[src/rtl/usr_pkg.sv]
// ============================================================================
// Module   : usr_pkg
// Brief    : Shared mode encoding and widths for the universal shift register.
// Revision : 1.0 - initial release
// ============================================================================
`default_nettype none

package usr_pkg;

    localparam int USR_MODE_W = 3;

    typedef enum logic [USR_MODE_W-1:0] {
        USR_HOLD = 3'd0,
        USR_LOAD = 3'd1,
        USR_SHL  = 3'd2,
        USR_SHR  = 3'd3,
        USR_ROL  = 3'd4,
        USR_ROR  = 3'd5,
        USR_ASR  = 3'd6,
        USR_CLR  = 3'd7
    } usr_mode_e;

endpackage : usr_pkg

`default_nettype wire

[src/rtl/usr_next_val.sv]
// ============================================================================
// Module   : usr_next_val
// Brief    : Combinational next-state logic for the register and serial-out bit.
// Revision : 1.0 - initial release
// ============================================================================
`default_nettype none

module usr_next_val
    import usr_pkg::*;
#(
    parameter int WIDTH = 8
) (
    input  logic [WIDTH-1:0] q,
    input  usr_mode_e        mode,
    input  logic [WIDTH-1:0] d,
    input  logic             ser_l,
    input  logic             ser_r,
    input  logic             ser_q,
    output logic [WIDTH-1:0] q_next,
    output logic             ser_next
);

    always_comb begin
        q_next   = q;
        ser_next = ser_q;
        case (mode)
            USR_HOLD: begin
                q_next   = q;
                ser_next = ser_q;
            end
            USR_LOAD: begin
                q_next   = d;
                ser_next = 1'b0;
            end
            USR_SHL: begin
                q_next   = {q[WIDTH-2:0], ser_r};
                ser_next = q[WIDTH-1];
            end
            USR_SHR: begin
                q_next   = {ser_l, q[WIDTH-1:1]};
                ser_next = q[0];
            end
            USR_ROL: begin
                q_next   = {q[WIDTH-2:0], q[WIDTH-1]};
                ser_next = q[WIDTH-1];
            end
            USR_ROR: begin
                q_next   = {q[0], q[WIDTH-1:1]};
                ser_next = q[0];
            end
            USR_ASR: begin
                // Sign bit is replicated, so negative values settle at all-ones
                q_next   = {q[WIDTH-1], q[WIDTH-1:1]};
                ser_next = q[0];
            end
            USR_CLR: begin
                q_next   = '0;
                ser_next = 1'b0;
            end
            default: begin
                q_next   = q;
                ser_next = ser_q;
            end
        endcase
    end

endmodule : usr_next_val

`default_nettype wire

[src/rtl/universal_shift_reg.sv]
// ============================================================================
// Module   : universal_shift_reg
// Brief    : WIDTH-bit register with enable, load, clear, shifts and rotates.
//            Optional registered parity output enabled by macro USR_PARITY_EN.
// Revision : 1.0 - initial release
// ============================================================================
`default_nettype none

module universal_shift_reg
    import usr_pkg::*;
#(
    parameter int               WIDTH     = 8,
    parameter logic [WIDTH-1:0] RESET_VAL = '0
) (
    input  logic             clk,
    input  logic             reset,
    input  logic             en_i,
    input  usr_mode_e        mode_i,
    input  logic [WIDTH-1:0] d_i,
    input  logic             ser_l_i,
    input  logic             ser_r_i,
    output logic [WIDTH-1:0] q_o,
    output logic             ser_out_o,
`ifdef USR_PARITY_EN
    output logic             parity_o,
`endif
    output logic             zero_o
);

    generate
        if (WIDTH < 2) begin : g_width_chk
            $error("universal_shift_reg: WIDTH must be >= 2");
        end
    endgenerate

    localparam logic c_RESET_ZERO = (RESET_VAL == '0);

    logic [WIDTH-1:0] r_q;
    logic             r_ser;
    logic             r_zero;
    logic [WIDTH-1:0] w_q_next;
    logic             w_ser_next;

    usr_next_val #(
        .WIDTH (WIDTH)
    ) u_next_val (
        .q        (r_q),
        .mode     (mode_i),
        .d        (d_i),
        .ser_l    (ser_l_i),
        .ser_r    (ser_r_i),
        .ser_q    (r_ser),
        .q_next   (w_q_next),
        .ser_next (w_ser_next)
    );

    // Flags are derived from the next value so they line up with q_o
    always_ff @(posedge clk or negedge reset) begin
        if (!reset) begin
            r_q    <= RESET_VAL;
            r_ser  <= 1'b0;
            r_zero <= c_RESET_ZERO;
        end else if (en_i) begin
            r_q    <= w_q_next;
            r_ser  <= w_ser_next;
            r_zero <= (w_q_next == '0);
        end
    end

`ifdef USR_PARITY_EN
    logic r_par;

    always_ff @(posedge clk or negedge reset) begin
        if (!reset) begin
            r_par <= ^RESET_VAL;
        end else if (en_i) begin
            r_par <= ^w_q_next;
        end
    end

    assign parity_o = r_par;
`endif

    assign q_o       = r_q;
    assign ser_out_o = r_ser;
    assign zero_o    = r_zero;

endmodule : universal_shift_reg

`default_nettype wire

[config.mk]
export PLATFORM = sky130hd
export DESIGN_NAME = universal_shift_reg
export DESIGN_NICKNAME = d
export VERILOG_FILES = /design/src/rtl/usr_pkg.sv /design/src/rtl/usr_next_val.sv /design/src/rtl/universal_shift_reg.sv
export SDC_FILE = /design/constraint.sdc
export NUM_CORES = 1
export LEC_CHECK = 0
export ABC_AREA = 1
export CAP_MARGIN = 10
export CORE_ASPECT_RATIO = 0.8
export CORE_MARGIN = 2
export CORE_UTILIZATION = 49
export DETAILED_ROUTE_END_ITERATION = 8
export GPL_ROUTABILITY_DRIVEN = 0
export GPL_TIMING_DRIVEN = 0
export PLACE_DENSITY_LB_ADDON = 0.25
export SLEW_MARGIN = 40
export SYNTH_ARGS = -nofsm -noshare
export SYNTH_HDL_FRONTEND = slang
export SYNTH_SLANG_ARGS = --single-unit
[constraint.sdc]
create_clock -name clk -period 2.42 [get_ports clk]
set_clock_uncertainty 0.15 [all_clocks]
set_input_delay 0.242 -clock clk [delete_from_list [all_inputs] [get_ports clk]]
set_output_delay 0.242 -clock clk [all_outputs]
set_load 0.05 [all_outputs]
Word level (Yosys, flattened, before mapping):

Cells that the tools add are included.

* bitwise operators: 1
* muxes and demuxes: 2
* equality and inequality tests: 7
* reduce and logical (&&, ||, !) cells: 6

Operator list (number)
* $pmux W8 S8: 1
* $eq A3 B3 Y1 const B: 4
* $logic_not A8 Y1: 1
* $eq A3 B2 Y1 const B: 2
* $reduce_or A2 Y1: 2
* $eq A3 B1 Y1 const B: 1
* $logic_not A3 Y1: 1
* $pmux W1 S3: 1
* $reduce_or A3 Y1: 1
* $reduce_and A2 Y1: 1
* $not A1 Y1: 1

* logic and storage cells: 19
* flip-flop bits (word level): 10
* output and inout bits: 10
* bits of input ports: 16

Logic depth before layout (Yosys ltp):

Gate-level depths: netlist of run 1.

* depth after elaboration: 3
* gate-level depth with buffers: 10
* gate-level depth less buffers: 9

By module:

From an unflattened synthesis of run 1, not the netlist that was laid out.

* cells, all modules: 175
* area total of the unflattened synthesis: 1103.6 um^2

By module, submodules not included
* usr_next_val: times used 1, area an instance 664.4 um^2, cells each 127
* universal_shift_reg: times used 1, area an instance 439.2 um^2, cells each 48

Worst setup path before layout of run 1:

OpenSTA, ideal clock, no wires.

* path type: register -> register
* start: register r_q[7], in the netlist q_o[7]
* end: register r_zero, in the netlist zero_o
* buffers on the path: 0
* path slack: 943 ps
* data arrival time: 1254 ps
* cell stages (with the launch flop): 8
* period minus slack after synthesis: 1477 ps
* cells stage by stage: dfrtp_1 > nand4_1 > nand2_1 > nor2_1 > nand3_1 > nor2_1 > nand3_1 > o21bai_1

* longest elaborated chain between the ends: 2

Ends and longest elaborated chain
* from (decl): RTL line universal_shift_reg.sv:38 `logic [WIDTH-1:0] r_q;`
* from (signal assigned): RTL line universal_shift_reg.sv:64 `r_q <= w_q_next;`
* $pmux W8 S8: RTL line usr_next_val.sv:26 `case (mode)`
* $logic_not A8 Y1: RTL line universal_shift_reg.sv:66 `r_zero <= (w_q_next == '0);`
* to (signal assigned): RTL line universal_shift_reg.sv:62 `r_zero <= c_RESET_ZERO;`
* to (signal assigned): RTL line universal_shift_reg.sv:66
* to (decl): RTL line universal_shift_reg.sv:40 `logic r_zero;`

No other way between the ends.
A chain may end at the register's enable or synchronous reset.

Worst setup path after layout of run 1:

* start: register r_q[7], in the netlist q_o[7]
* end: output port q_o[7]

RTL lines
* to (decl): RTL line universal_shift_reg.sv:22 `output logic [WIDTH-1:0] q_o,`

No word-level cell between the ends.

==> impl_metrics.ini, run 1 <==
[run_status]
status = completed

[global_routing]
antenna_found_initial = 0
grtUsageMet1 = 0.3422
met3_usage = 0.07299
grt_pass1_wl_microns = 3864
busiest_layer = met2
grt_pass1_vias = 852
track_usage = 0.2591
grt_start_max_net_pins = 11
grt_overflow = 0
met2_usage = 0.4342

[setup_path]
required_ps = 2030
cp_slowest_cell = clkdlybuf4s50_1
path_delay_family = buffers and inverters
path_max_fanout = 7
rr_startpoint = q_o[7]
worst-path-buf-inv = 1
regToRegSetupSlack_ps = 1000
worstPathArrival_ps = 1620
crit_type = flop to output port
end_kind = output port
start_kind = flop
r2r_end = zero_o
critPathMaxStageDelay_ps = 850
crit_chain = clkdlybuf4s50_1
r2r_cells = 7

[sta]
period_share = 0.8298
worstMarginPinSlew_ps = 499.7
finalSetupViolations = 0
maxSlewViolCount = 0
rsz0062_at_grt = no
fin_ws_ps = 411.9
finalSetupTns_ps = 0
clock.fmax_mhz = 498.0
max-slew-margin-rel = 0.6658
hold_viol = 0
fin_crit_ps = 2008

[yosys]
synth_edf_count = 0
postSynth.asyncResetShare = 1.000
syn_nets = 150
netlist_top_cells_area = dfrtp_1 27%, nand2_1 17%, nor2_1 9.5%
synth_commonest_cells = 38 x nand2_1, 21 x nor2_1, 14 x nand3_1
seq_area_frac_synth = 0.3032
synth_warnings = 0
ys_types = 21
synth_cells = 134
ys_ff_latch = 10
synth_most_common_cell = nand2_1
avgSynthCellArea_sq_um = 6.191
syn_area_sq_um = 829.5
ys.flop_type = dfrtp_1
synth_top_area_frac = 0.2715
netlist.top_cell.by_area = dfrtp_1

[finish]
num-nets-final = 179
stdcell_area_sq_um = 1134
drive_above_1_share = 0.1111
diodes = 0
area_growth_pct = 36.65

[power]
p_per_area_nw_per_um2 = 617.9
total_power_uw = 700.4
vdd_ir_drop_max_mv = 0.4109
power.leakage_nw = 0.5439

[drt]
postRouteAntennaNets = 0
wire_per_inst_microns = 13.15
dr.pass1.iters = 4
drt-initial-drc-count = 48
vias = 1001
vias_per_cell = 5.440
drc_errors = 0
wirelength_microns = 2419

[floorplan]
die_area_sq_um = 2040
die_w_microns = 50
die_y_microns = 40.80
io_pins = 26
start_util = 0.5152
rows = 13
core_sq_um = 1610

[place]
dpl-instance-area_sq_um = 1097
pre_cts_slack_ps = 454.5
io_buffers = 24
dp_hpwl_microns = 1854

[clocking]
hold_buffers = 0
cts_tree = yes
cts_inserted_buffers = 3
post_cts_resized = 0
h-tree-depth = 1
clock_latency_ps = 280
cts.sinks = 10
clkTransAtPathRegs_ps = 80
post_cts_buffers = 0
clk_path_buf_depth = 2
cts_root_buffer = clkbuf_4

[job]
cap_violations = 0

[min_path]
hold_path_class = primary input to asynchronous set/reset pin
[cells in the final DEF (no fill, tap or decap), drive strengths merged]
cell and instances:
nand3 17, dfstp 1, a31oi 1, o21bai 1
nor3 1, o21ai 7, dfrtp 9, a21oi 2
inv 16, clkdlybuf4s50 24, buf 3, nand2 39
mux2 2, nand4 11, a22oi 1, nor2 22
clkbuf 5
[final cells by class]
class                   count  area [sq um]
repair buffers             24         240.2
fillers                   134         476.7
plain buffers               4         21.27
clock buffers               4         36.28
multi-input cells         104         496.7
well taps                  22         27.53
flip-flops and latches     10         251.5
inverters                  16         60.06
[how the worst max path moves through the flow]
stage              start      to  slack [ps]  cells after the start
2_1_floorplan     q_o[7]  zero_o         940                      7
3_3_place_gp   mode_i[1]  zero_o         490                     11
3_5_place_dp   mode_i[1]  zero_o         450                     11
4_1_cts           q_o[7]  q_o[7]         420                      1
5_1_grt           q_o[5]  q_o[5]         370                      1
6_report          q_o[7]  q_o[7]         410                      1
[power breakdown]
group | total [mW] | switching (mW) | internal, mW | leakage (nW)
clock | 0.156 | 0.0646 | 0.0915 | 0.0210
combinational | 0.306 | 0.195 | 0.110 | 0.398
sequential | 0.239 | 0.0420 | 0.197 | 0.125
[per-stage QoR]
stage          hold WS [ps]    util  instances
2_1_floorplan        -203.6       -        134
3_3_place_gp          318.3  0.6814        180
3_5_place_dp          324.6  0.6814        180
4_1_cts               153.3  0.7040        184
5_1_grt               192.0  0.7040        184
6_report              142.2  0.7040        184
[registers in the layout, indices dropped and copies added, names as in the netlist]
| register | count |
|---|---|
| q_o | 8 |
| ser_out_o | 1 |
| zero_o | 1 |
[logic make-up (layout without fill, tap and decap cells)]
group,Yosys count,after routing,synth area share
AO/OA/AOI/OAI,12,12,0.07995
multiplexers,2,2,0.02715
AND/OR/NAND/NOR,90,90,0.4917
buffers and inverters,20,48,0.09804
flip-flops,10,10,0.3032
[layer usage]
metal | routed length (microns) | share of wire
met3 | 197 | 0.081
met4 | 8 | 0.0033
met5 | 0 | 0
met2 | 1161 | 0.48
met1 | 1051 | 0.43
(Power assumes the default switching activity.)
==> run 2, diff against run 1 <==
Settings changed: CORE_UTILIZATION 49 to 41.
Clock period 2.42 ns to 1.7 ns, I/O delays scaled along.
==> impl_metrics.ini, run 2 (synthesis results as in run 1) <==
[setup_path]
crit_type = flop to output port
worstPathArrival_ps = 1330
crit_chain = dlygate4sd2_1
worst-path-buf-inv = 1
end_kind = output port
path_delay_family = buffers and inverters
required_ps = 1380
path_max_fanout = 8
start_kind = flop
cp_slowest_cell = dlygate4sd2_1
critPathMaxStageDelay_ps = 570

[global_routing]
grt_start_max_net_pins = 11
grt_overflow = 0
grt_pass1_vias = 872
grt_pass1_wl_microns = 4029
track_usage = 0.2349
antenna_found_initial = 0

[floorplan]
start_util = 0.4385
die_area_sq_um = 2401
rows = 14
die_w_microns = 54.29
io_pins = 26
die_y_microns = 44.23
core_sq_um = 1892

[finish]
num-nets-final = 179
area_growth_pct = 36.05
fin_cells = 186
final_cell_mix = 38 x nand2_1, 20 x nor2_1, 14 x nand3_1
fillerInstances = 183
largest_reg_flops = 8
seqCellArea_sq_um = 251.5
utilization = 0.5966
multi_input_area_sq_um = 499.2
drive_above_1_share = 0.1173
diodes = 0
layout_commonest_cell = nand2_1

[clocking]
cts.sinks = 10
cts_tree = yes
h-tree-depth = 1
post_cts_buffers = 0
clk_path_buf_depth = 2
cts_inserted_buffers = 3
clock_latency_ps = 280
cts_root_buffer = clkbuf_4
clkTransAtPathRegs_ps = 70

[drt]
dr.pass1.iters = 4
postRouteAntennaNets = 0
vias_per_cell = 5.452
drc_errors = 0
wire_per_inst_microns = 12.55
wirelength_microns = 2335
vias = 1014
drt-initial-drc-count = 51

[sta]
finalSetupTns_ps = 0
rsz0062_at_grt = no
worstMarginPinSlew_ps = 498.8
fin_crit_ps = 1646
period_share = 0.9680
maxSlewViolCount = 0
hold_viol = 0
finalSetupViolations = 0
clock.fmax_mhz = 607.7
fin_ws_ps = 54.38
max-slew-margin-rel = 0.6688

[power]
power.leakage_nw = 0.5836
total_power_uw = 963.0
vdd_ir_drop_max_mv = 0.6892
p_per_area_nw_per_um2 = 853.2

[place]
dp_hpwl_microns = 1819
io_buffers = 24
pre_cts_slack_ps = -218.2
dpl.cell_count = 182

[run_status]
status = completed

[job]
cap_violations = 0

[min_path]
hold_path_class = primary input to asynchronous set/reset pin
-- run 2: changes by cell type in the layout (fill, tap and decap cells not counted) --
cell             before  now
dlygate4sd2_1         0   10
clkdlybuf4s50_1      24   13
nor2_2                1    2
dlymetal6s2s_1        0    1
nor2_1               21   20
-- run 2: timing repair --
| item | 4_1_cts | 5_1_grt |
|---|---|---|
| hold buffers | 0 | 0 |
| gates resized for setup | 10 | 2 |
| endpoints found under the setup margin | 10 | 5 |
-- run 2: path summary, 6_finish.rpt --
kind,from,slack (ps),to,cells past startpoint
setup / recovery,q_o[5],50,q_o[5],1
setup reg to reg,q_o[6],310,zero_o,7
max in group asynchronous,reset,1000,zero_o,1
hold reg to reg,ser_out_o,330,ser_out_o,2
hold / removal,reset,50,q_o[0],1
min in group clk,mode_i[0],270,ser_out_o,4
-- run 2: metal layers --
layer / routed length, microns / share of wire / global-route usage / up-vias
met5: 0 / 0 / 0 / -
met4: 64 / 0.027 / 0.1000 / 0
met3: 211 / 0.090 / 0.06419 / 8
met2: 1030 / 0.44 / 0.3277 / 56
met1: 1028 / 0.44 / 0.3383 / 452
li1: - / - / - / 498
-- run 2: layout make-up --
cell class,instances,area share
multi-input combinational,104,0.4424
tap,24,0.02661
clock buffer,4,0.03215
inverter,16,0.05322
timing repair buffer,24,0.2040
buffer,4,0.01885
sequential,10,0.2228
-- run 2: metrics by stage --
stage	instance area [sq um]	hold slack, ps
2_1_floorplan	829.5	-275.6
3_3_place_gp	1100	323.4
3_5_place_dp	1100	322.9
4_1_cts	1124	72.53
5_1_grt	1129	105.8
6_report	1129	54.74
-- run 2: power breakdown --
part / internal (mW) / switching, mW
combinational: 0.129 / 0.277
sequential: 0.280 / 0.0568
clock: 0.130 / 0.0901
total: 0.539 / 0.424
